## config.mk

```make
export PLATFORM = sky130hd
export DESIGN_NAME = multi_region_tracker
export DESIGN_NICKNAME = d
export VERILOG_FILES = /design/src/rtl/tracker_pkg.sv /design/src/rtl/region_counter.sv /design/src/rtl/multi_region_tracker.sv
export SDC_FILE = /design/constraint.sdc
export NUM_CORES = 1
export LEC_CHECK = 0
export ABC_AREA = 1
export ABC_CLOCK_PERIOD_IN_PS = 4300
export BUFFER_PORTS_ARGS = -buffer_cell sky130_fd_sc_hd__buf_2
export CORE_AREA = 2 2 158 160
export DETAILED_ROUTE_END_ITERATION = 12
export DIE_AREA = 0 0 160 162
export GPL_TIMING_DRIVEN = 0
export PLACE_DENSITY_LB_ADDON = 0.3
export SLEW_MARGIN = 25
export SYNTH_ARGS = -nofsm -noshare
export SYNTH_HDL_FRONTEND = slang
export SYNTH_HIERARCHICAL = 1
export SYNTH_SLANG_ARGS = --single-unit
```

## constraint.sdc

```tcl
create_clock -name CLOCK_24 -period 4.3 [get_ports CLOCK_24]
set_input_delay 0 -clock CLOCK_24 [delete_from_list [all_inputs] [get_ports CLOCK_24]]
set_output_delay 0 -clock CLOCK_24 [all_outputs]
set_load 0.02 [all_outputs]
```

## src/rtl/tracker_pkg.sv

```systemverilog
// Shared types and defaults for the multi-region colour tracker.
// Optional feature macro: TRACKER_DEBOUNCE_EN (per-region flag debounce).
package tracker_pkg;

  typedef enum logic [1:0] {
    IDLE  = 2'd0,
    ACCUM = 2'd1,
    LATCH = 2'd2
  } state_t;

  localparam int unsigned DEF_NUM_REGIONS = 4;
  localparam int unsigned DEF_FRAME_W     = 640;
  localparam int unsigned DEF_FRAME_H     = 480;
  localparam int unsigned DEF_CNT_W       = 17;
  localparam int unsigned DEF_DEBOUNCE    = 3;

  // Bits needed to hold values 0..n-1, never less than one bit.
  function automatic int unsigned width_for(input int unsigned n);
    return (n <= 1) ? 1 : $clog2(n);
  endfunction

endpackage

```

## src/rtl/region_counter.sv

```systemverilog
// One region's saturating hit counter, captured frame count and detect flag.
// With TRACKER_DEBOUNCE_EN defined the flag only changes after DEBOUNCE
// consecutive frames disagreeing with it; otherwise it follows the raw detect.
module region_counter
  import tracker_pkg::*;
#(
  parameter int unsigned CNT_W    = DEF_CNT_W
`ifdef TRACKER_DEBOUNCE_EN
  ,
  parameter int unsigned DEBOUNCE = DEF_DEBOUNCE
`endif
) (
  input  logic             clk,
  input  logic             rst_n,
  input  logic             clear,
  input  logic             hit,
  input  logic             capture,
  input  logic             update,
  input  logic [CNT_W-1:0] threshold,
  output logic [CNT_W-1:0] count,
  output logic             flag
);

  logic [CNT_W-1:0] cnt_q, cnt_d;
  logic [CNT_W-1:0] count_q, count_d;
  logic             flag_q, flag_d;
  logic             raw_detect;

  // Next counter value: restart on frame start, otherwise saturating increment.
  always_comb begin
    cnt_d = cnt_q;
    if (clear) begin
      cnt_d    = '0;
      cnt_d[0] = hit;
    end else if (hit && (cnt_q != '1)) begin
      cnt_d = cnt_q + CNT_W'(1);
    end
    count_d = capture ? cnt_q : count_q;
  end

  // Running counter and the completed-frame snapshot.
  always_ff @(posedge clk or negedge rst_n) begin
    if (!rst_n) begin
      cnt_q   <= '0;
      count_q <= '0;
    end else begin
      cnt_q   <= cnt_d;
      count_q <= count_d;
    end
  end

  assign raw_detect = (count_q >= threshold);

`ifdef TRACKER_DEBOUNCE_EN
  localparam int unsigned RUN_W = width_for(DEBOUNCE + 1);

  logic [RUN_W-1:0] run_q, run_d;

  // Count frames whose raw detect disagrees with the flag; flip when the run completes.
  always_comb begin
    flag_d = flag_q;
    run_d  = run_q;
    if (update) begin
      if (raw_detect == flag_q) begin
        run_d = '0;
      end else if ((32'(run_q) + 32'd1) >= DEBOUNCE) begin
        flag_d = raw_detect;
        run_d  = '0;
      end else begin
        run_d = run_q + RUN_W'(1);
      end
    end
  end

  // Flag and debounce run state.
  always_ff @(posedge clk or negedge rst_n) begin
    if (!rst_n) begin
      flag_q <= 1'b0;
      run_q  <= '0;
    end else begin
      flag_q <= flag_d;
      run_q  <= run_d;
    end
  end
`else
  // Flag follows the raw detect of the last completed frame.
  always_comb begin
    flag_d = update ? raw_detect : flag_q;
  end

  // Flag register.
  always_ff @(posedge clk or negedge rst_n) begin
    if (!rst_n) begin
      flag_q <= 1'b0;
    end else begin
      flag_q <= flag_d;
    end
  end
`endif

  assign count = count_q;
  assign flag  = flag_q;

endmodule

```

## src/rtl/multi_region_tracker.sv

```systemverilog
// Counts target-colour hits in NUM_REGIONS vertical strips per frame and
// flags strips whose count reaches a threshold.
// Optional feature macro: TRACKER_DEBOUNCE_EN (per-region flag debounce).
module multi_region_tracker
  import tracker_pkg::*;
#(
  parameter int unsigned NUM_REGIONS = DEF_NUM_REGIONS,
  parameter int unsigned FRAME_W     = DEF_FRAME_W,
  parameter int unsigned FRAME_H     = DEF_FRAME_H,
  parameter int unsigned CNT_W       = DEF_CNT_W,
  parameter int unsigned DEBOUNCE    = DEF_DEBOUNCE
) (
  input  logic                         CLOCK_24,
  input  logic                         rst_n,
  input  logic                         frame_start,
  input  logic                         pix_valid,
  input  logic                         pix_hit,
  input  logic [9:0]                   x,
  input  logic [9:0]                   y,
  input  logic [CNT_W-1:0]             threshold,
  output logic [NUM_REGIONS-1:0]       region_flags,
  output logic [NUM_REGIONS*CNT_W-1:0] region_count,
  output logic                         frame_done
);

  localparam int unsigned REGION_W   = FRAME_W / NUM_REGIONS;
  localparam logic [10:0] ACTIVE_W_L = 11'(NUM_REGIONS * REGION_W);
  localparam logic [10:0] FRAME_H_L  = 11'(FRAME_H);
  localparam logic [9:0]  REGION_W_L = 10'(REGION_W);

  state_t           state_q, state_d;
  logic             frame_done_q, frame_done_d;
  logic [CNT_W-1:0] thr_q, thr_d;
  logic             capture, update;
  logic             pix_ok;
  logic [9:0]       region_idx;
  logic [NUM_REGIONS-1:0] hit_vec;

  // Qualify the pixel and steer it to exactly one region.
  always_comb begin
    pix_ok     = pix_valid && pix_hit && ({1'b0, x} < ACTIVE_W_L) && ({1'b0, y} < FRAME_H_L);
    region_idx = x / REGION_W_L;
    hit_vec    = '0;
    for (int unsigned i = 0; i < NUM_REGIONS; i++) begin
      hit_vec[i] = pix_ok && (region_idx == 10'(i));
    end
  end

  // Frame sequencing: next state, snapshot/update strobes, threshold capture.
  always_comb begin
    state_d      = state_q;
    capture      = (state_q == ACCUM) && frame_start;
    update       = (state_q == LATCH);
    frame_done_d = update;
    thr_d        = capture ? threshold : thr_q;
    unique case (state_q)
      IDLE:    if (frame_start) state_d = ACCUM;
      ACCUM:   if (frame_start) state_d = LATCH;
      LATCH:   state_d = ACCUM;
      default: state_d = IDLE;
    endcase
  end

  // FSM state with its registered outputs.
  always_ff @(posedge CLOCK_24 or negedge rst_n) begin
    if (!rst_n) begin
      state_q      <= IDLE;
      frame_done_q <= 1'b0;
      thr_q        <= '0;
    end else begin
      state_q      <= state_d;
      frame_done_q <= frame_done_d;
      thr_q        <= thr_d;
    end
  end

  assign frame_done = frame_done_q;

  for (genvar g = 0; g < NUM_REGIONS; g++) begin : g_region
    region_counter #(
      .CNT_W    (CNT_W)
`ifdef TRACKER_DEBOUNCE_EN
      ,
      .DEBOUNCE (DEBOUNCE)
`endif
    ) u_region (
      .clk       (CLOCK_24),
      .rst_n     (rst_n),
      .clear     (frame_start),
      .hit       (hit_vec[g]),
      .capture   (capture),
      .update    (update),
      .threshold (thr_q),
      .count     (region_count[g*CNT_W +: CNT_W]),
      .flag      (region_flags[g])
    );
  end

`ifndef TRACKER_DEBOUNCE_EN
  // DEBOUNCE has no effect in this build; it is still accepted for drop-in use.
  if (DEBOUNCE == 0) begin : g_debounce_ignored
  end
`endif

endmodule

```

======== Word level (Yosys, flattened, before mapping) ========
Index checks and enable logic that the tools add are counted.
operators by class
  $add $sub $neg .......................... 4
  div/mod/pow operators ................... 1
  $lt $le $gt $ge ......................... 6
  equality and inequality tests ........... 11
  multiplexer cells ....................... 11
  reductions and logical operators ........ 19
operators by type and width
  cell                                                          count
  two-way mux 17 bit                                            8
  adder 17 x 1 -> 17 bit (second input constant)                4
  >= comparator 17 bit                                          4
  != test 17 bit (second input constant)                        4
  == test 10 x 2 -> 1 bit (second input constant)               2
  logical AND 1 bit                                             12
  divider 10 x 8 -> 10 bit (second input constant)              1
  == test 10 x 1 -> 1 bit (second input constant)               1
  zero test 10 bit                                              1
  less-than comparator 10 bit (second input constant)           1
  less-than comparator 10 x 9 -> 1 bit (second input constant)  1
  nonzero test 2 bit                                            4
  one-hot mux 2 bit (3 select lines)                            1
  two-way mux 2 bit                                             2
  != test 2 bit (second input constant)                         2
  == test 2 x 1 -> 1 bit (second input constant)                1
  == test 2 bit (second input constant)                         1
  zero test 2 bit                                               1
  AND reduction 2 bit                                           1
storage, ports and cells
  flip-flop bits (word level) ............. 160
  output and inout port bits .............. 73

======== Depth between registers and ports, before layout ========
Gate-level depths: netlist of the first run.
  depth after elaboration ................. 7
  mapped depth ............................ 17

======== Hierarchy ========
The synthesis of the first run kept the hierarchy.
modules (own cells, without submodules)
  module                instances  cells each  area an instance (µm²)  sequential area each (µm²)
  region_counter        4          274         2152.1                  875.8
  multi_region_tracker  1          112         909.6                   500.5

======== Worst setup path after synthesis of the first run ========
OpenSTA, ideal clock, no wires.
  kind .................................... reg2reg
  from .................................... register g_region[1].u_region.cnt_q[0]
  to ...................................... register g_region[1].u_region.cnt_q[8]
  setup time .............................. 0.113 ns
  data arrival time ....................... 1.710 ns
  path slack .............................. 2.477 ns
  cell stages (with the launch flop) ...... 16
  path buffers ............................ 0
  path through ............................ dfrtp_1 -> ha_1 -> nand3_1 -> nor3_2 -> nand2_1 -> nor2_1 -> ha_1 -> inv_1 -> nand2_2 -> clkinv_2 -> nand2_2 -> nor2_2 -> nand2_1 -> o21ai_1 -> nand2_1 -> inv_1
between the ends
  word-level cells in the longest chain between the ends .. 3
  elaborated cells between the ends (all ways) .. 6
RTL lines
  item                                                             RTL line                                    source
  from (decl)                                                      region_counter.sv:24                        logic [CNT_W-1:0] cnt_q, cnt_d;
  from (signal assigned)                                           region_counter.sv:47                        cnt_q <= cnt_d;
  adder 17 x 1 -> 17 bit / != test 17 bit (equally long branches)  region_counter.sv:36, region_counter.sv:35
  two-way mux 17 bit / logical AND 1 bit (equally long branches)   region_counter.sv:35                        end else if (hit && (cnt_q != '1)) begin
  two-way mux 17 bit / nonzero test 2 bit (equally long branches)  n/a
Several ways; a longest one is shown, not always the timed one. The select of a mux whose other input is x is not followed.
A chain may end at the register's enable or synchronous reset.

======== Final worst setup path of the first run ========
  from .................................... register g_region[3].u_region.cnt_q[0]
  to ...................................... register g_region[3].u_region.cnt_q[15]
between the ends
  word-level cells in the longest chain between the ends .. 3
  elaborated cells between the ends (all ways) .. 6
RTL lines
  item                                                             RTL line
  from (decl)                                                      region_counter.sv:24
  from (signal assigned)                                           region_counter.sv:47
  adder 17 x 1 -> 17 bit / != test 17 bit (equally long branches)  region_counter.sv:36, region_counter.sv:35
  two-way mux 17 bit / logical AND 1 bit (equally long branches)   region_counter.sv:35
  two-way mux 17 bit / nonzero test 2 bit (equally long branches)  n/a
Several ways; a longest one is shown, not always the timed one. The select of a mux whose other input is x is not followed.

==> results of run 1 <==
[synthesized netlist by cell type]
master,number
nor3_2,8
nor2_4,13
nand2_4,1
nor4_1,4
buf_2,5
nand2_1,268
nand3_1,54
o21a_1,4
nor2_1,129
nand3_2,13
a21oi_1,100
o21bai_1,4
nand4_1,9
mux2_2,20
nand2_2,25
buf_6,5
inv_2,9
clkinv_2,5
nand3b_1,4
and3b_1,4
a21boi_1,1
ha_1,76
nor2_2,4
or2_2,4
and3_1,1
nor3_1,17
inv_1,207
clkbuf_1,8
o21ai_1,9
a21o_1,4
o211ai_1,4
o21ai_0,29
dfrtp_1,160
[logic make-up (layout without fill, tap and decap cells)]
group / Yosys count / count (layout) / synth area share, %
AND/OR/NAND/NOR: 558 / 558 / 27.03
flip-flops: 160 / 160 / 42.07
buffers and inverters: 239 / 393 / 9.951
adder cells (fa/ha/maj): 76 / 76 / 9.991
multiplexers: 20 / 20 / 2.366
AO/OA/AOI/OAI: 155 / 155 / 8.597
[state kept, by name, summed over array words and instances (netlist names)]
register and cells:
g_region.u_region/cnt_q 68, g_region.u_region/count 68, thr_q 17, g_region.u_region/flag 4
state_q 2, frame_done 1
[metrics by stage]
step                utilization, %  hold WS (ns)  worst slack (ns)  std cells
floorplan                        -       -0.2956             2.477       1208
global placement             43.33        0.2052            0.6386       1636
detailed placement           43.48       0.04167             2.073       1637
CTS                          46.71        0.1272             2.043       1686
global route                 46.71        0.1242             1.732       1686
finish                       46.71        0.1498             2.026       1686
[power by group through the flow]
| stage | clock network, uW | logic (uW) | registers (uW) |
|---|---|---|---|
| final | 1540 | 2010 | 2160 |
| after global routing | 1640 | 2330 | 2190 |
| after CTS | 1580 | 2030 | 2160 |
| after detailed placement | 0 | 1990 | 2180 |
| after global placement | 0 | 1910 | 2180 |
| after floorplan | 0 | 1180 | 2250 |
[what timing repair did]
| action | CTS | global route |
|---|---|---|
| setup endpoints to repair | 0 | 0 |
| hold buffers | 18 | 0 |
| endpoints found under the hold margin | 96 | 0 |
[final cells by class]
class,count,area [um2]
multi-input cells,809,4567
inverters,221,835.8
fillers,2428,12840
clock buffers,20,466.7
clock inverters,11,132.6
well taps,324,405.4
repair buffers,123,738.2
plain buffers,18,111.4
flip-flops and latches,160,4004
[critical path: stages, from the launching register on]
cell and delay, ns:
dfrtp_1 0.44, ha_1 0.23, nand3_1 0.10, nor3_2 0.26
nand2_1 0.10, nor2_1 0.13, ha_1 0.16, inv_1 0.05
nand2_2 0.16, nand2_1 0.18, nand4_1 0.11, inv_1 0.05
a21oi_1 0.13, nor2_1 0.06
[layer usage]
| metal | global-route usage [%] | up-vias | share of wire (%) |
|---|---|---|---|
| li1 | - | 4120 | - |
| met2 | 31.19 | 179 | 45 |
| met4 | 4.996 | 0 | 1.3 |
| met3 | 3.805 | 19 | 5.1 |
| met5 | 0 | - | 0 |
| met1 | 28.13 | 3844 | 48 |
[path summary, 6_finish.rpt]
path,startpoint,to
max in group asynchronous,rst_n,g_region[3].u_region/cnt_q[10]
hold reg to reg,state_q[0],state_q[0]
hold / removal,rst_n,g_region[0].u_region/cnt_q[7]
setup reg to reg,g_region[3].u_region/cnt_q[0],g_region[3].u_region/cnt_q[15]
setup / recovery,g_region[3].u_region/cnt_q[0],g_region[3].u_region/cnt_q[15]
min in group CLOCK_24,frame_start,state_q[0]
[cells in the final DEF, fill, tap and decap left out, types with 5 or more instances in the layout]
| master | Yosys | routed |
|---|---|---|
| inv_1 | 207 | 207 |
| o21ai_0 | 29 | 29 |
| nand3_2 | 13 | 13 |
| nor3_1 | 17 | 17 |
| o21ai_1 | 9 | 9 |
| nor2_1 | 129 | 129 |
| nand2_2 | 25 | 25 |
| nand4_1 | 9 | 9 |
| clkbuf_1 | 8 | 8 |
| dlygate4sd3_1 | 0 | 18 |
| dfrtp_1 | 160 | 160 |
| mux2_2 | 20 | 20 |
| clkbuf_16 | 0 | 17 |
| clkinv_4 | 0 | 5 |
| buf_2 | 5 | 108 |
| nand2_1 | 268 | 268 |
| a21oi_1 | 100 | 100 |
| nand3_1 | 54 | 54 |
| buf_6 | 5 | 5 |
| nor2_4 | 13 | 13 |
| clkinv_2 | 5 | 6 |
| nor3_2 | 8 | 8 |
| inv_2 | 9 | 9 |
| ha_1 | 76 | 76 |
==> reports/metrics.yaml, run 1 <==
logic_synthesis:
  synth.distinct_cells: 33
  syn-num-nets: 1326
  synth_area_per_cell_um2: 7.879
  synth_top_area_share_pct: 42.07
  synth-warning-count: 6
  synth_area_leaders: "dfrtp_1 42%, nand2_1 11%, ha_1 10%"
  ys_seq_area_share_pct: 42.07
  synth_area_leader_cell: "dfrtp_1"
  netlist_area_um2: 9518
  synthCells: 1208
  ys_seq_elements: 160
grt:
  grt_pass1_wl_um: 40470
  grt.overflow.total: 0
  antenna_found_initial: 0
  first_global_vias: 7941
  grt_max_degree: 82
  global_route.usage.total_pct: 19.79
run_status:
  outcome: "complete, no violations"
power_and_ir_drop:
  p_sw_uw: 2271
  p_seq_share_pct: 37.8
  switching_share_pct: 39.81
  p_leak_uw: 0.005875
  clkPwrFrac_pct: 26.9
  power_density_nw_per_um2: 506.5
  p_comb_share_pct: 35.3
  ir_worst_vdd_v: 0.0002986
  p_int_uw: 3433
  finalPower_uw: 5704
sta:
  slew_violations: 0
  final.setup_skew_ns: 0.007890
  max-slew-margin-rel_pct: 50.39
  fmaxAchievable_mhz: 439.7
  hold_violations: 0
  period_share_pct: 52.89
  setup_tns_ns: 0
  rsz0062_at_grt: "no"
  fin_crit_ns: 2.274
  setup_viol: 0
  tightest_slew_ns: 0.7414
drt:
  drt-initial-drc-count: 523
  routed_wl_um: 25000
  drc: 0
  ant_nets: 0
  dr.pass1.iters: 5
  route.vias.total: 8162
  viasPerCell: 4.841
  wl_per_cell_um: 14.83
floorplan:
  core-area_um2: 24110
  dieArea_um2: 25920
  die_h_um: 162
  ioPinCount: 115
  start_util_pct: 39.48
  rows: 57
  die_x_um: 160
clocking:
  clk_path_buf_depth: 2
  cts_buffers: 17
  cts_sinks: 160
  clk_pin_slew_ns: 0.06
  clk_latency_ns: 0.42
  cts-resized-gates: 0
  root_buffer: "clkbuf_16"
  post_cts_buffers: 0
  htree_levels: 4
  cts_tree: "yes"
place:
  dpl_cell_area_um2: 10480
  gp_congestion: 0.8292
  hpwl_um: 18660
  io_buffers: 104
worst_setup_path:
  crit_path_end_kind: "flop"
  path_max_fanout: 7
  rr_worst_depth: 13
  startpoint_type: "flop"
  ff2ff_setup_slack_ns: 2.03
  worst_ep_required_time_ns: 4.62
  cp_data_arrival_time_ns: 2.59
  critPathKind: "flop to flop"
cells_and_area:
  area_delta_synth_final_pct: 18.31
  fin_nets: 1468
  antenna_cells: 0
  design_area_um2: 11260
  drive_gt1_share_pct: 18.21
min_path:
  hp-class: "primary input to async pin"
job:
  max-cap-violations: 0
Power figures use the tool's default switching activity.
==> inputs of run 2 (changes only) <==
--- a/config.mk
+++ b/config.mk
@@ -6,7 +6,7 @@
 export NUM_CORES = 1
 export LEC_CHECK = 0
 export ABC_AREA = 1
-export ABC_CLOCK_PERIOD_IN_PS = 4300
+export ABC_CLOCK_PERIOD_IN_PS = 2300
 export BUFFER_PORTS_ARGS = -buffer_cell sky130_fd_sc_hd__buf_2
 export CORE_AREA = 2 2 158 160
 export DETAILED_ROUTE_END_ITERATION = 12
==> constraint.sdc (replaced) <==
create_clock -name CLOCK_24 -period 2.3 [get_ports CLOCK_24]
set_input_delay 0 -clock CLOCK_24 [delete_from_list [all_inputs] [get_ports CLOCK_24]]
set_output_delay 0 -clock CLOCK_24 [all_outputs]
set_load 0.02 [all_outputs]
==> reports/metrics.yaml, run 2 (synthesis results as in run 1) <==
power_and_ir_drop:
  p_sw_uw: 4250  # +87%
  finalPower_uw: 10670  # +87%
  power_density_nw_per_um2: 937.3  # +85%
  p_seq_share_pct: 37.8  # about the same
  ir_worst_vdd_v: 0.0005577  # +87%
  p_leak_uw: 0.005974  # +1.7%
  switching_share_pct: 39.83  # about the same
  p_comb_share_pct: 35.2  # about the same
  clkPwrFrac_pct: 26.9  # about the same
  p_int_uw: 6420  # +87%
sta:
  slew_violations: 0  # unchanged
  max-slew-margin-rel_pct: 48.75  # -1.6 points
  fmaxAchievable_mhz: 477.6  # +8.6%
  period_share_pct: 91.03  # +38 points
  final.setup_skew_ns: 0.008561  # +0.0006708 ns
  setup_tns_ns: 0  # unchanged
  tightest_slew_ns: 0.7659  # +0.02450 ns
  hold_violations: 0  # unchanged
  fin_crit_ns: 2.094  # -0.1806 ns
  setup_viol: 0  # unchanged
  fin_ws_ns: 0.2064  # -1.819 ns
floorplan:
  core-area_um2: 24110  # unchanged
  dieArea_um2: 25920  # unchanged
  die_h_um: 162  # unchanged
  rows: 57  # unchanged
  die_x_um: 160  # unchanged
  start_util_pct: 39.48  # unchanged
  ioPinCount: 115  # unchanged
drt:
  dr.pass1.iters: 6  # +1
  route.vias.total: 8208  # +0.56%
  drc: 0  # unchanged
  drt-initial-drc-count: 512  # -2.1%
  wl_per_cell_um: 14.85  # +0.12%
  ant_nets: 0  # unchanged
  routed_wl_um: 25130  # +0.54%
  viasPerCell: 4.848  # +0.15%
clocking:
  clk_latency_ns: 0.43  # about the same
  cts_sinks: 160  # unchanged
  clk_path_buf_depth: 2  # unchanged
  cts_tree: "yes"
  cts_buffers: 17  # unchanged
  root_buffer: "clkbuf_16"
  clk_pin_slew_ns: 0.06  # about the same
  htree_levels: 4  # unchanged
grt:
  first_global_vias: 7941  # unchanged
  grt_max_degree: 82  # unchanged
  grt.overflow.total: 0  # unchanged
  global_route.usage.total_pct: 19.79  # unchanged
  antenna_found_initial: 0  # unchanged
  grt_pass1_wl_um: 40470  # unchanged
worst_setup_path:
  critPathKind: "flop to flop"
  crit_path_end_kind: "flop"
  path_max_fanout: 7  # unchanged
  cp_data_arrival_time_ns: 2.41  # -0.18 ns
  startpoint_type: "flop"
  worst_ep_required_time_ns: 2.62  # -2.00 ns
min_path:
  hp-class: "primary input to async pin"
place:
  dpl_cell_area_um2: 10480  # unchanged
  hpwl_um: 18660  # unchanged
  io_buffers: 104  # unchanged
  gp_congestion: 0.8292  # unchanged
  pre_cts_slack_ns: 0.07286  # -2.000 ns
cells_and_area:
  mostFrequentLayoutCell: "nand2_1"
  antenna_cells: 0  # unchanged
  fin_nets: 1475  # +0.48%
  design_area_um2: 11380  # +1.1%
  drive_gt1_share_pct: 19.58  # +1.4 points
  area_delta_synth_final_pct: 19.61
  layout_common_cells: "263 x nand2_1, 207 x inv_1, 154 x dfrtp_1, 128 x nor2_1, 108 x buf_2"
job:
  max-cap-violations: 0  # unchanged
run_status:
  outcome: "complete, no violations"
==> run 2: changes by cell type in the layout (fill, tap and decap cells not counted), sizes merged <==
cell	delta
clkbuf	-1
inv	+4
buf	+8
clkinv	-4
==> run 2: final timing paths <==
path,from,to,slack (ns),depth (start not counted)
worst min-delay path,rst_n,g_region[0].u_region/cnt_q[7],0.15,2
worst max-delay path,g_region[3].u_region/cnt_q[0],g_region[3].u_region/cnt_q[14],0.21,14
worst max register to register,g_region[3].u_region/cnt_q[0],g_region[3].u_region/cnt_q[14],0.21,14
worst min register to register,state_q[0],state_q[0],0.50,1
max in group asynchronous,rst_n,g_region[3].u_region/cnt_q[0],1.29,3
min in group CLOCK_24,frame_start,state_q[0],0.16,2
==> run 2: power by group through the flow <==
| stage | logic (uW) | clock network [uW] | registers (uW) |
|---|---|---|---|
| 3_3_place_gp | 3580 | 0 | 4080 |
| 6_report | 3760 | 2880 | 4040 |
| 3_5_place_dp | 3730 | 0 | 4080 |
| 2_1_floorplan | 2210 | 0 | 4210 |
| 5_1_grt | 4360 | 3060 | 4090 |
| 4_1_cts | 3790 | 2950 | 4030 |
==> run 2: per-stage QoR <==
step	hold WS, ns	utilization, %	std cells
final	0.1528	47.23	1693
after global routing	0.1240	47.23	1693
after CTS	0.1272	46.71	1686
after detailed placement	0.04167	43.48	1637
after global placement	0.2052	43.33	1636
after floorplan	-0.2956	-	1208
==> run 2: layout make-up <==
class,instances,area (um2)
buffer,17,107.6
clock buffer,20,466.7
clock inverter,11,132.6
fill,2415,12720
inverter,221,840.8
multi-input combinational,809,4622
sequential,160,4011
tap,324,405.4
timing repair buffer,131,798.3
==> run 2: repair_timing <==
action / 4_1_cts / 5_1_grt
setup buffers: 0 / 8
hold endpoints to repair: 96 / 0
resized for setup: 0 / 23
hold buffers: 18 / 0
endpoints found under the setup margin: 0 / 32
==> run 2: worst max-delay path, stage by stage, from the launching register on <==
cell and delay, ns:
dfrtp_2 0.44, ha_1 0.24, nand3_1 0.14, nor3_4 0.07
nand2_2 0.07, nor2_2 0.04, ha_1 0.17, inv_1 0.10
nand2_4 0.11, nor2_1 0.12, inv_1 0.07, nor3_1 0.20
nand3_1 0.11, nand2_1 0.07, nor2_1 0.04
==> run 2: per-layer routing <==
layer | GRT usage [%] | routed length, um
met1 | 28.13 | 12100
met2 | 31.19 | 11390
met3 | 3.805 | 1275
met4 | 4.996 | 365
met5 | 0 | 0
